--- src/rtl/door_pkg.sv ---
// Shared door state encoding and parameter defaults for door_ctrl.
// ST_OPEN is fixed at 2'b01 because the external timeout block decodes it.
package door_pkg;

  typedef enum logic [1:0] {
    ST_CLOSED  = 2'b00,
    ST_OPEN    = 2'b01,
    ST_OPENING = 2'b10,
    ST_CLOSING = 2'b11
  } state_t;

  localparam int DEF_TRAVEL_CYCLES = 8;
  localparam int DEF_MAX_REOPEN    = 3;
  localparam int REOPEN_W          = 4;

endpackage

--- src/rtl/door_travel_cnt.sv ---
// Loadable stroke-position up-counter with a terminal-count flag.
module door_travel_cnt #(
  parameter int             W      = 3,
  parameter logic [W-1:0]   TC_VAL = '1
) (
  input  logic         clk,
  input  logic         rst_n,
  input  logic         load,
  input  logic [W-1:0] load_val,
  input  logic         en,
  output logic [W-1:0] cnt,
  output logic         tc
);

  // Load has priority so a reversal can reposition mid-stroke.
  always_ff @(posedge clk or negedge rst_n) begin
    if (!rst_n)    cnt <= '0;
    else if (load) cnt <= load_val;
    else if (en)   cnt <= cnt + 1'b1;
  end

  assign tc = (cnt == TC_VAL);

endmodule

--- src/rtl/door_ctrl.sv ---
// Elevator door controller: Moore FSM driving the door motors.
// Build option DOOR_NUDGE_EN: after MAX_REOPEN obstruction reversals the door closes with buzzer on.
module door_ctrl
  import door_pkg::*;
#(
  parameter int TRAVEL_CYCLES = DEF_TRAVEL_CYCLES,
  parameter int MAX_REOPEN    = DEF_MAX_REOPEN
) (
  input  logic       clk,
  input  logic       rst_n,
  input  logic       arrive,
  input  logic       open_btn,
  input  logic       close_btn,
  input  logic       obstruct,
  input  logic       moving,
  input  logic       timeout,
  output logic [1:0] estado,
  output logic       motor_open,
  output logic       motor_close,
  output logic       door_closed,
  output logic       buzzer
);

  localparam int                  CW   = $clog2(TRAVEL_CYCLES);
  localparam logic [CW-1:0]       LAST = CW'(TRAVEL_CYCLES - 1);
  localparam logic [REOPEN_W-1:0] RMAX = REOPEN_W'(MAX_REOPEN);

  state_t              state, nxt;
  logic [REOPEN_W-1:0] reopen_cnt, reopen_nxt;
  logic                cnt_load, cnt_en, tc, nudge;
  logic [CW-1:0]       cnt_ld_val, cnt;

  door_travel_cnt #(.W(CW), .TC_VAL(LAST)) u_cnt (
    .clk      (clk),
    .rst_n    (rst_n),
    .load     (cnt_load),
    .load_val (cnt_ld_val),
    .en       (cnt_en),
    .cnt      (cnt),
    .tc       (tc)
  );

`ifdef DOOR_NUDGE_EN
  assign nudge  = (reopen_cnt == RMAX);
  assign buzzer = (state == ST_CLOSING) && nudge;
`else
  assign nudge  = 1'b0;
  assign buzzer = 1'b0;
`endif

  always_ff @(posedge clk or negedge rst_n) begin
    if (!rst_n) begin
      state      <= ST_CLOSED;
      reopen_cnt <= '0;
    end else begin
      state      <= nxt;
      reopen_cnt <= reopen_nxt;
    end
  end

  always_comb begin
    nxt        = state;
    reopen_nxt = reopen_cnt;
    cnt_load   = 1'b0;
    cnt_ld_val = '0;
    cnt_en     = 1'b0;
    case (state)
      ST_CLOSED: begin
        if ((arrive || open_btn) && !moving) begin
          nxt      = ST_OPENING;
          cnt_load = 1'b1;
        end
      end
      ST_OPENING: begin
        if (tc) nxt = ST_OPEN;
        else    cnt_en = 1'b1;
      end
      ST_OPEN: begin
        if ((timeout || close_btn) && !obstruct && !open_btn) begin
          nxt      = ST_CLOSING;
          cnt_load = 1'b1;
        end
      end
      ST_CLOSING: begin
        // Reversal reopens from the current position, mirrored into the open stroke.
        if (!nudge && (obstruct || open_btn)) begin
          nxt        = ST_OPENING;
          cnt_load   = 1'b1;
          cnt_ld_val = LAST - cnt;
          if (obstruct && reopen_cnt != RMAX) reopen_nxt = reopen_cnt + 1'b1;
        end else if (tc) begin
          nxt        = ST_CLOSED;
          reopen_nxt = '0;
        end else begin
          cnt_en = 1'b1;
        end
      end
    endcase
  end

  assign estado      = state;
  assign motor_open  = (state == ST_OPENING);
  assign motor_close = (state == ST_CLOSING);
  assign door_closed = (state == ST_CLOSED);

endmodule

--- config.mk ---
export PLATFORM = sky130hd
export DESIGN_NAME = door_ctrl
export DESIGN_NICKNAME = d
export VERILOG_FILES = /design/src/rtl/door_pkg.sv /design/src/rtl/door_travel_cnt.sv /design/src/rtl/door_ctrl.sv
export SDC_FILE = /design/constraint.sdc
export NUM_CORES = 1
export LEC_CHECK = 0
export ABC_AREA = 1
export BUFFER_PORTS_ARGS = -buffer_cell sky130_fd_sc_hd__clkbuf_2
export CORE_AREA = 2 2 39 41
export DETAILED_ROUTE_END_ITERATION = 10
export DIE_AREA = 0 0 41 43
export PLACE_DENSITY = 0.67
export SYNTH_ARGS = -nofsm -noshare
export SYNTH_HDL_FRONTEND = slang
export SYNTH_SLANG_ARGS = --single-unit
--- constraint.sdc ---
create_clock -name clk -period 2.06 [get_ports clk]
set_input_delay 0.206 -clock clk [delete_from_list [all_inputs] [get_ports clk]]
set_output_delay 0.206 -clock clk [all_outputs]
set_load 0.01 [all_outputs]
==> flow_metrics.env, run 1 <==
export IMPL_status="finished, final reports clean"
export IMPL_rsz0062_at_grt="no"
export IMPL_grt_ovfl_total=0
export IMPL_final_cell_mix="clkbuf_2 (12), inv_1 (10), nand3_1 (9)"
export IMPL_drt_wl_total_um=904
export IMPL_clock_power_share_pct=13.9
export IMPL_viasPerCell=4.51
export IMPL_initial_core_util_pct=34.9
export IMPL_die_h_um=43
export IMPL_finalMaxSlewViolations=0
export IMPL_antenna_cells=0
export IMPL_critPathLaunchType="flop"
export IMPL_skew_ps=10.0
export IMPL_grt_pass1_wl_um=1470
export IMPL_path_clk_slew_ps=50
export IMPL_grt_util_all_layers_pct=12.6
export IMPL_core_area_mm2=0.00138
export IMPL_fmax_mhz=686
export IMPL_die_area_mm2=0.00176
export IMPL_cp_max_fo=5
export IMPL_worstPathRequired_ps=2240
export IMPL_gp_congestion=0.704
export IMPL_hold_violations=0
export IMPL_dpl_cell_count=88
export IMPL_synth_area_um2=483
export IMPL_cts_inserted_buffers=3
export IMPL_avgSynthCellArea_um2=7.92
export IMPL_fin_area_um2=592
export IMPL_final_common_cell="clkbuf_2"
export IMPL_h_tree_depth=1
export IMPL_pwr_density_cell_mw_per_mm2=1450
export IMPL_utilization_pct=42.8
export IMPL_cp_slowest_cell="dfrtp_1"
export IMPL_switchingPower_uw=418
export IMPL_grt_antenna_before_repair=0
export IMPL_vias=419
export IMPL_clkSinkCount=5
export IMPL_pwr_share_comb_pct=62.3
export IMPL_dp_hpwl_um=710
export IMPL_io_pins=14
export IMPL_crit_path_cell_trace="ha_1, ha_1, nor2_1, nand2_2, o21ai_4, inv_4, nand3_2, nand2_1, o21ai_1"
export IMPL_min_period_over_period_pct=70.8
export IMPL_grt_max_degree=8
export IMPL_route_antenna_remaining_nets=0
export IMPL_synth_yosys_warnings=0
export IMPL_worstPathArrival_ps=1630
export IMPL_die_w_um=41
export IMPL_post_route_min_period_ps=1460
export IMPL_clockBufferDepth=2
export IMPL_nets=92
export IMPL_layout_drive_gt1_share_pct=35.1
export IMPL_drtPass1Iterations=4
export IMPL_tritoncts="built"
export IMPL_cp_end_kind="flop"
export IMPL_power_switching_share_pct=48.8
export IMPL_power_internal_uw=439
export IMPL_ys_seq_elements=5
export IMPL_row_count=14
export IMPL_p_leak_nw=0.334
export IMPL_min_path_type="input pin to async pin"
export IMPL_cts_setup_buffers=0
export IMPL_synth_cell_types=17
export IMPL_worstSetupPathType="flop to flop"
export IMPL_post_dp_cell_area_um2=556
export IMPL_tns_ps=0
export IMPL_synth_fp_nets=75
export IMPL_cpMostUsedCell="ha_1"
export IMPL_root_buffer="clkbuf_4"
export IMPL_instances_no_fill=93
export IMPL_grt_pass1_vias=402
export IMPL_seqPwrFrac_pct=23.8
export IMPL_drv_cap=0
export IMPL_area_delta_synth_final_pct=22.5
export IMPL_route_detailed_drc=0
export IMPL_vdd_ir_drop_max_v=0.000631
export IMPL_port_buffers=12
export IMPL_wire_per_inst_um=9.72
export IMPL_synthCells=61
export IMPL_clk_latency_ps=250
export IMPL_max_stage_delay_ps=390
export IMPL_num_fill_cells=144
export IMPL_setup_viol_count_final=0
export IMPL_drtIter0Drc=11
export IMPL_synth_seq_area_share_pct=25.9
==> through the flow <==
| stage | hold slack (ps) | power, mW | setup WS (ps) |
|---|---|---|---|
| after floorplan | -89.6 | 0.612 | 679 |
| after global placement | 30.5 | 0.727 | 634 |
| after detailed placement | 25.8 | 0.738 | 611 |
| after CTS | 284 | 0.872 | 596 |
| after global routing | 310 | 0.955 | 485 |
| final | 293 | 0.857 | 602 |
==> area by class of cell <==
| type | count | area, um^2 | share of cell area [%] |
|---|---|---|---|
| multi-input combinational | 43 | 300 | 50.7 |
| sequential | 5 | 125 | 21.1 |
| timing repair buffer | 13 | 70.1 | 11.8 |
| inverter | 12 | 50.0 | 8.46 |
| clock buffer | 4 | 26.3 | 4.44 |
| tap | 16 | 20.0 | 3.38 |
==> sequential cells by signal, indices dropped and copies added (netlist names) <==
register   flops
u_cnt.cnt      3
estado         2
==> cells by family after synthesis <==
logic type	after synthesis	share of synthesized area, %
AO/OA/AOI/OAI	5	8.03
adder cells (fa/ha/maj)	6	15.5
buffers and inverters	13	11.9
flip-flops	5	25.9
other	1	0.776
AND/OR/NAND/NOR	31	37.8
==> repair_timing <==
item	CTS	global route
hold buffers	1	0
hold endpoints to repair	5	0
gates resized for setup	0	0
==> power groups by stage <==
stage                     Sequential (mW)  Clock (mW)  Combinational, mW
after global placement              0.199           0              0.528
final                               0.204       0.119              0.534
after detailed placement            0.203           0              0.535
after global routing                0.211       0.133              0.611
after floorplan                     0.201           0              0.411
after CTS                           0.201       0.127              0.544
==> worst paths after layout <==
kind | depth (start not counted) | start | slack, ps | endpoint
min in group clk | 6 | moving | 390 | estado[0]$_DFFE_PN0P_
worst min-delay path | 2 | rst_n | 290 | estado[0]$_DFFE_PN0P_
max in group asynchronous | 2 | rst_n | 1620 | u_cnt.cnt[2]$_DFFE_PN0P_
worst max register to register | 9 | u_cnt.cnt[0]$_DFFE_PN0P_ | 600 | estado[1]$_DFFE_PN0P_
worst max-delay path | 9 | u_cnt.cnt[0]$_DFFE_PN0P_ | 600 | estado[1]$_DFFE_PN0P_
worst min register to register | 2 | u_cnt.cnt[0]$_DFFE_PN0P_ | 550 | u_cnt.cnt[0]$_DFFE_PN0P_
==> worst max-delay path: cells and delay by family, from the launching register on <==
kind / cells / cell delay, ps
buf+inv: 1 / 70
simple gates: 4 / 350
compound gates: 2 / 160
fa+ha+maj: 2 / 420
flops: 1 / 390
==> per-layer routing <==
layer / up-vias / part of all wire (%) / global-route usage (%)
met5: - / 0 / 0
met4: 0 / 0 / 12.0
met3: 0 / 5.8 / 4.71
met2: 13 / 47 / 16.3
met1: 182 / 47 / 14.9
li1: 224 / - / -
==> cell usage after synthesis (all sizes together) <==
| master | number | area share (%) |
|---|---|---|
| ha | 6 | 16 |
| o21ai | 4 | 6.5 |
| nand2 | 12 | 12 |
| inv | 12 | 10 |
| nand3 | 13 | 18 |
| nor2 | 4 | 4.7 |
| conb | 1 | 0.78 |
| nand3b | 2 | 3.1 |
| a211oi | 1 | 1.6 |
| dfrtp | 5 | 26 |
| buf | 1 | 1.6 |
No activity file was read; power rests on OpenSTA's default activity.
==> run 2: changes to the inputs <==
--- a/config.mk
+++ b/config.mk
@@ -5,12 +5,12 @@
 export SDC_FILE = /design/constraint.sdc
 export NUM_CORES = 1
 export LEC_CHECK = 0
-export ABC_AREA = 1
+export ABC_AREA = 0
 export BUFFER_PORTS_ARGS = -buffer_cell sky130_fd_sc_hd__clkbuf_2
 export CORE_AREA = 2 2 39 41
 export DETAILED_ROUTE_END_ITERATION = 10
 export DIE_AREA = 0 0 41 43
-export PLACE_DENSITY = 0.67
+export PLACE_DENSITY = 0.6
 export SYNTH_ARGS = -nofsm -noshare
 export SYNTH_HDL_FRONTEND = slang
 export SYNTH_SLANG_ARGS = --single-unit
==> constraint.sdc (replaced) <==
create_clock -name clk -period 1.45 [get_ports clk]
set_input_delay 0.145 -clock clk [delete_from_list [all_inputs] [get_ports clk]]
set_output_delay 0.145 -clock clk [all_outputs]
set_load 0.01 [all_outputs]
==> run 2 against run 1 <==
  * The run now ends with negative setup slack left
  * Clock skew fell by 9.8 ps
  * Sequential share of layout area fell by 3.0 points
  * Count of clock-buffer cells in the layout unchanged
  * Sequential power is 42% higher
  * Die area stayed put
  * Via count shrank 3.3%
  * Routed wire length is 1.2% lower
  * Design area grew 19%
  * Worst hold slack worse by 36 ps
  * Clock power increased by 29%
  * Worst setup slack got worse by 780 ps
  * Synthesized area shrank 18%
  * Critical path type unchanged
  * Largest power group unchanged
==> flow_metrics.env, run 2 <==
export IMPL_status="complete, but fails checks"
export IMPL_violations="negative setup slack"
export IMPL_vdd_ir_drop_max_v=0.00114
export IMPL_vias=405
export IMPL_tritoncts="built"
export IMPL_top_register="u_cnt.cnt"
export IMPL_drt_wl_total_um=893
export IMPL_ys_flop_type="dfrtp_1"
export IMPL_num_fill_cells=125
export IMPL_synth_cell_types=22
export IMPL_core_area_mm2=0.00138
export IMPL_r2r_start="estado[1]$_DFFE_PN0P_"
export IMPL_min_period_over_period_pct=112
export IMPL_rsz0062_at_grt="yes"
export IMPL_seqPwrFrac_pct=18.6
export IMPL_worstPathArrival_ps=1790
export IMPL_cp_max_fo=4
export IMPL_wire_per_inst_um=10.4
export IMPL_synth_yosys_warnings=0
export IMPL_min_path_type="input pin to async pin"
export IMPL_synth_fa_ha_area_share_pct=19.0
export IMPL_final_cell_mix="buf_4 (14), clkbuf_2 (11)"
export IMPL_clockBufferDepth=2
export IMPL_port_buffers=12
export IMPL_power_internal_uw=953
export IMPL_drtPass1Iterations=2
export IMPL_cp_end_kind="flop"
export IMPL_final_common_cell="buf_4"
export IMPL_dpl_cell_count=78
export IMPL_row_count=14
export IMPL_layout_drive_gt1_share_pct=67.1
export IMPL_grt_pass1_vias=435
export IMPL_cts_inserted_buffers=3
export IMPL_drv_cap=0
export IMPL_avgSynthCellArea_um2=10.1
export IMPL_grt_max_degree=6
export IMPL_post_route_min_period_ps=1630
export IMPL_finalMaxSlewViolations=0
export IMPL_root_buffer="clkbuf_4"
export IMPL_synth_fp_nets=53
export IMPL_nets=85
export IMPL_antenna_cells=0
export IMPL_gp_congestion=0.657
export IMPL_synth_top_area_cell="dfrtp_1"
export IMPL_register_area_um2=128
export IMPL_synth_top_family_by_area="compound AO/OA/AOI/OAI gates"
export IMPL_area_delta_synth_final_pct=78.2
export IMPL_pwr_density_cell_mw_per_mm2=2210
export IMPL_fin_area_um2=704
export IMPL_clock_power_share_pct=9.9
export IMPL_yosysMostFrequentCell="ha_1"
export IMPL_synth_simple_area_share_pct=15.2
export IMPL_synth_compound_area_share_pct=21.5
export IMPL_viasPerCell=4.71
export IMPL_hold_violations=0
export IMPL_place_ws_ps=-219
export IMPL_setup_viol_count_final=5
export IMPL_p_leak_nw=0.336
export IMPL_die_area_mm2=0.00176
export IMPL_largest_reg_flops=3
export IMPL_worstSetupPathType="flop to flop"
export IMPL_post_dp_cell_area_um2=578
export IMPL_grt_util_all_layers_pct=15.2
export IMPL_synth_seq_area_share_pct=31.6
export IMPL_dp_hpwl_um=723
export IMPL_power_total_mw=1.56
export IMPL_fmax_mhz=613
export IMPL_skew_ps=0.189
export IMPL_grt_antenna_before_repair=0
export IMPL_power_switching_share_pct=38.7
export IMPL_clkSinkCount=5
export IMPL_synthCells=39
export IMPL_drtIter0Drc=2
export IMPL_route_antenna_remaining_nets=0
export IMPL_instances_no_fill=86
export IMPL_multiInputGateArea_um2=328
export IMPL_synth_xor_area_share_pct=0
export IMPL_synth_edf_count=0
export IMPL_path_clk_slew_ps=40
export IMPL_yosys_top_cells_count="ha_1 (6), dfrtp_1 (5), nor2_1 (3), o21ai_0 (3)"
export IMPL_die_h_um=43
export IMPL_initial_core_util_pct=28.6
export IMPL_io_pins=14
export IMPL_h_tree_depth=1
export IMPL_clk_latency_ps=230
export IMPL_synth_area_um2=395
export IMPL_synth_top_area_share_pct=31.6
export IMPL_synthArstFlopShare_pct=100
export IMPL_synthTopCellsByArea="dfrtp_1 (32%), ha_1 (19%), mux2i_1 (5.1%), o32ai_1 (4.4%), o21ai_0 (3.8%)"
export IMPL_worstPathRequired_ps=1610
export IMPL_grt_pass1_wl_um=1810
export IMPL_fin_ws_ps=-180
export IMPL_cp_startpoint="estado[1]$_DFFE_PN0P_"
export IMPL_tns_ps=-781
export IMPL_die_w_um=41
export IMPL_synth_mux_area_share_pct=7.91
export IMPL_pwr_share_comb_pct=71.5
export IMPL_critPathLaunchType="flop"
export IMPL_route_detailed_drc=0
export IMPL_grt_ovfl_total=0
export IMPL_ys_seq_elements=5
export IMPL_switchingPower_uw=603
run 2: path summary, 6_finish.rpt:
kind                                            end  slack [ps]  depth (start not counted)
setup / recovery              estado[1]$_DFFE_PN0P_        -180                          7
hold / removal             u_cnt.cnt[2]$_DFFE_PN0P_         260                          2
setup reg to reg              estado[1]$_DFFE_PN0P_        -180                          7
hold reg to reg            u_cnt.cnt[2]$_DFFE_PN0P_         510                          1
max in group asynchronous     estado[0]$_DFFE_PN0P_        1050                          2
min in group clk           u_cnt.cnt[1]$_DFFE_PN0P_         380                          4
run 2: per-stage QoR:
step | hold WS (ps) | utilization [%]
floorplan | -151 | -
global placement | -31.3 | 41.8
detailed placement | -33.2 | 41.8
CTS | 250 | 48.0
global route | 271 | 50.9
finish | 257 | 50.9
run 2: power by group through the flow:
| stage | combinational, mW | sequential (mW) | clock [mW] |
|---|---|---|---|
| 6_report | 1.11 | 0.289 | 0.154 |
| 4_1_cts | 1.02 | 0.287 | 0.164 |
| 3_5_place_dp | 0.896 | 0.286 | 0 |
| 5_1_grt | 1.23 | 0.302 | 0.171 |
| 2_1_floorplan | 0.494 | 0.308 | 0 |
| 3_3_place_gp | 0.879 | 0.286 | 0 |
run 2: cells by family (layout without fill, tap and decap cells):
family,count (synthesis),after routing
AO/OA/AOI/OAI,11,11
adder cells (fa/ha/maj),6,6
buffers and inverters,3,34
flip-flops,5,5
other,1,1
multiplexers,3,3
AND/OR/NAND/NOR,10,10
run 2: layout make-up:
| cell class | count | area share, % |
|---|---|---|
| clock buffers | 4 | 3.73 |
| inverters | 2 | 1.42 |
| multi-input cells | 31 | 46.5 |
| flip-flops and latches | 5 | 18.1 |
| well taps | 16 | 2.84 |
| repair buffers | 28 | 27.4 |
run 2: timing repair:
action	CTS	global route
buffers inserted	1	2
hold endpoints to repair	5	0
gates resized for setup	11	6
hold buffers	1	0
pin swaps	6	5
setup endpoints to repair	6	6
run 2: layer usage:
layer	part of all wire (%)	track usage (%)
met1	44	18.7
met2	53	23.4
met3	3.4	4.71
met4	0	6.00
met5	0	0
run 2: worst max-delay path, stage by stage, from the launching register on:
cell and delay, ps:
dfrtp_2 410, buf_4 160, ha_2 170, nor3b_2 160
o21bai_2 160, nand3_2 100, or3_1 330, o21ai_2 70
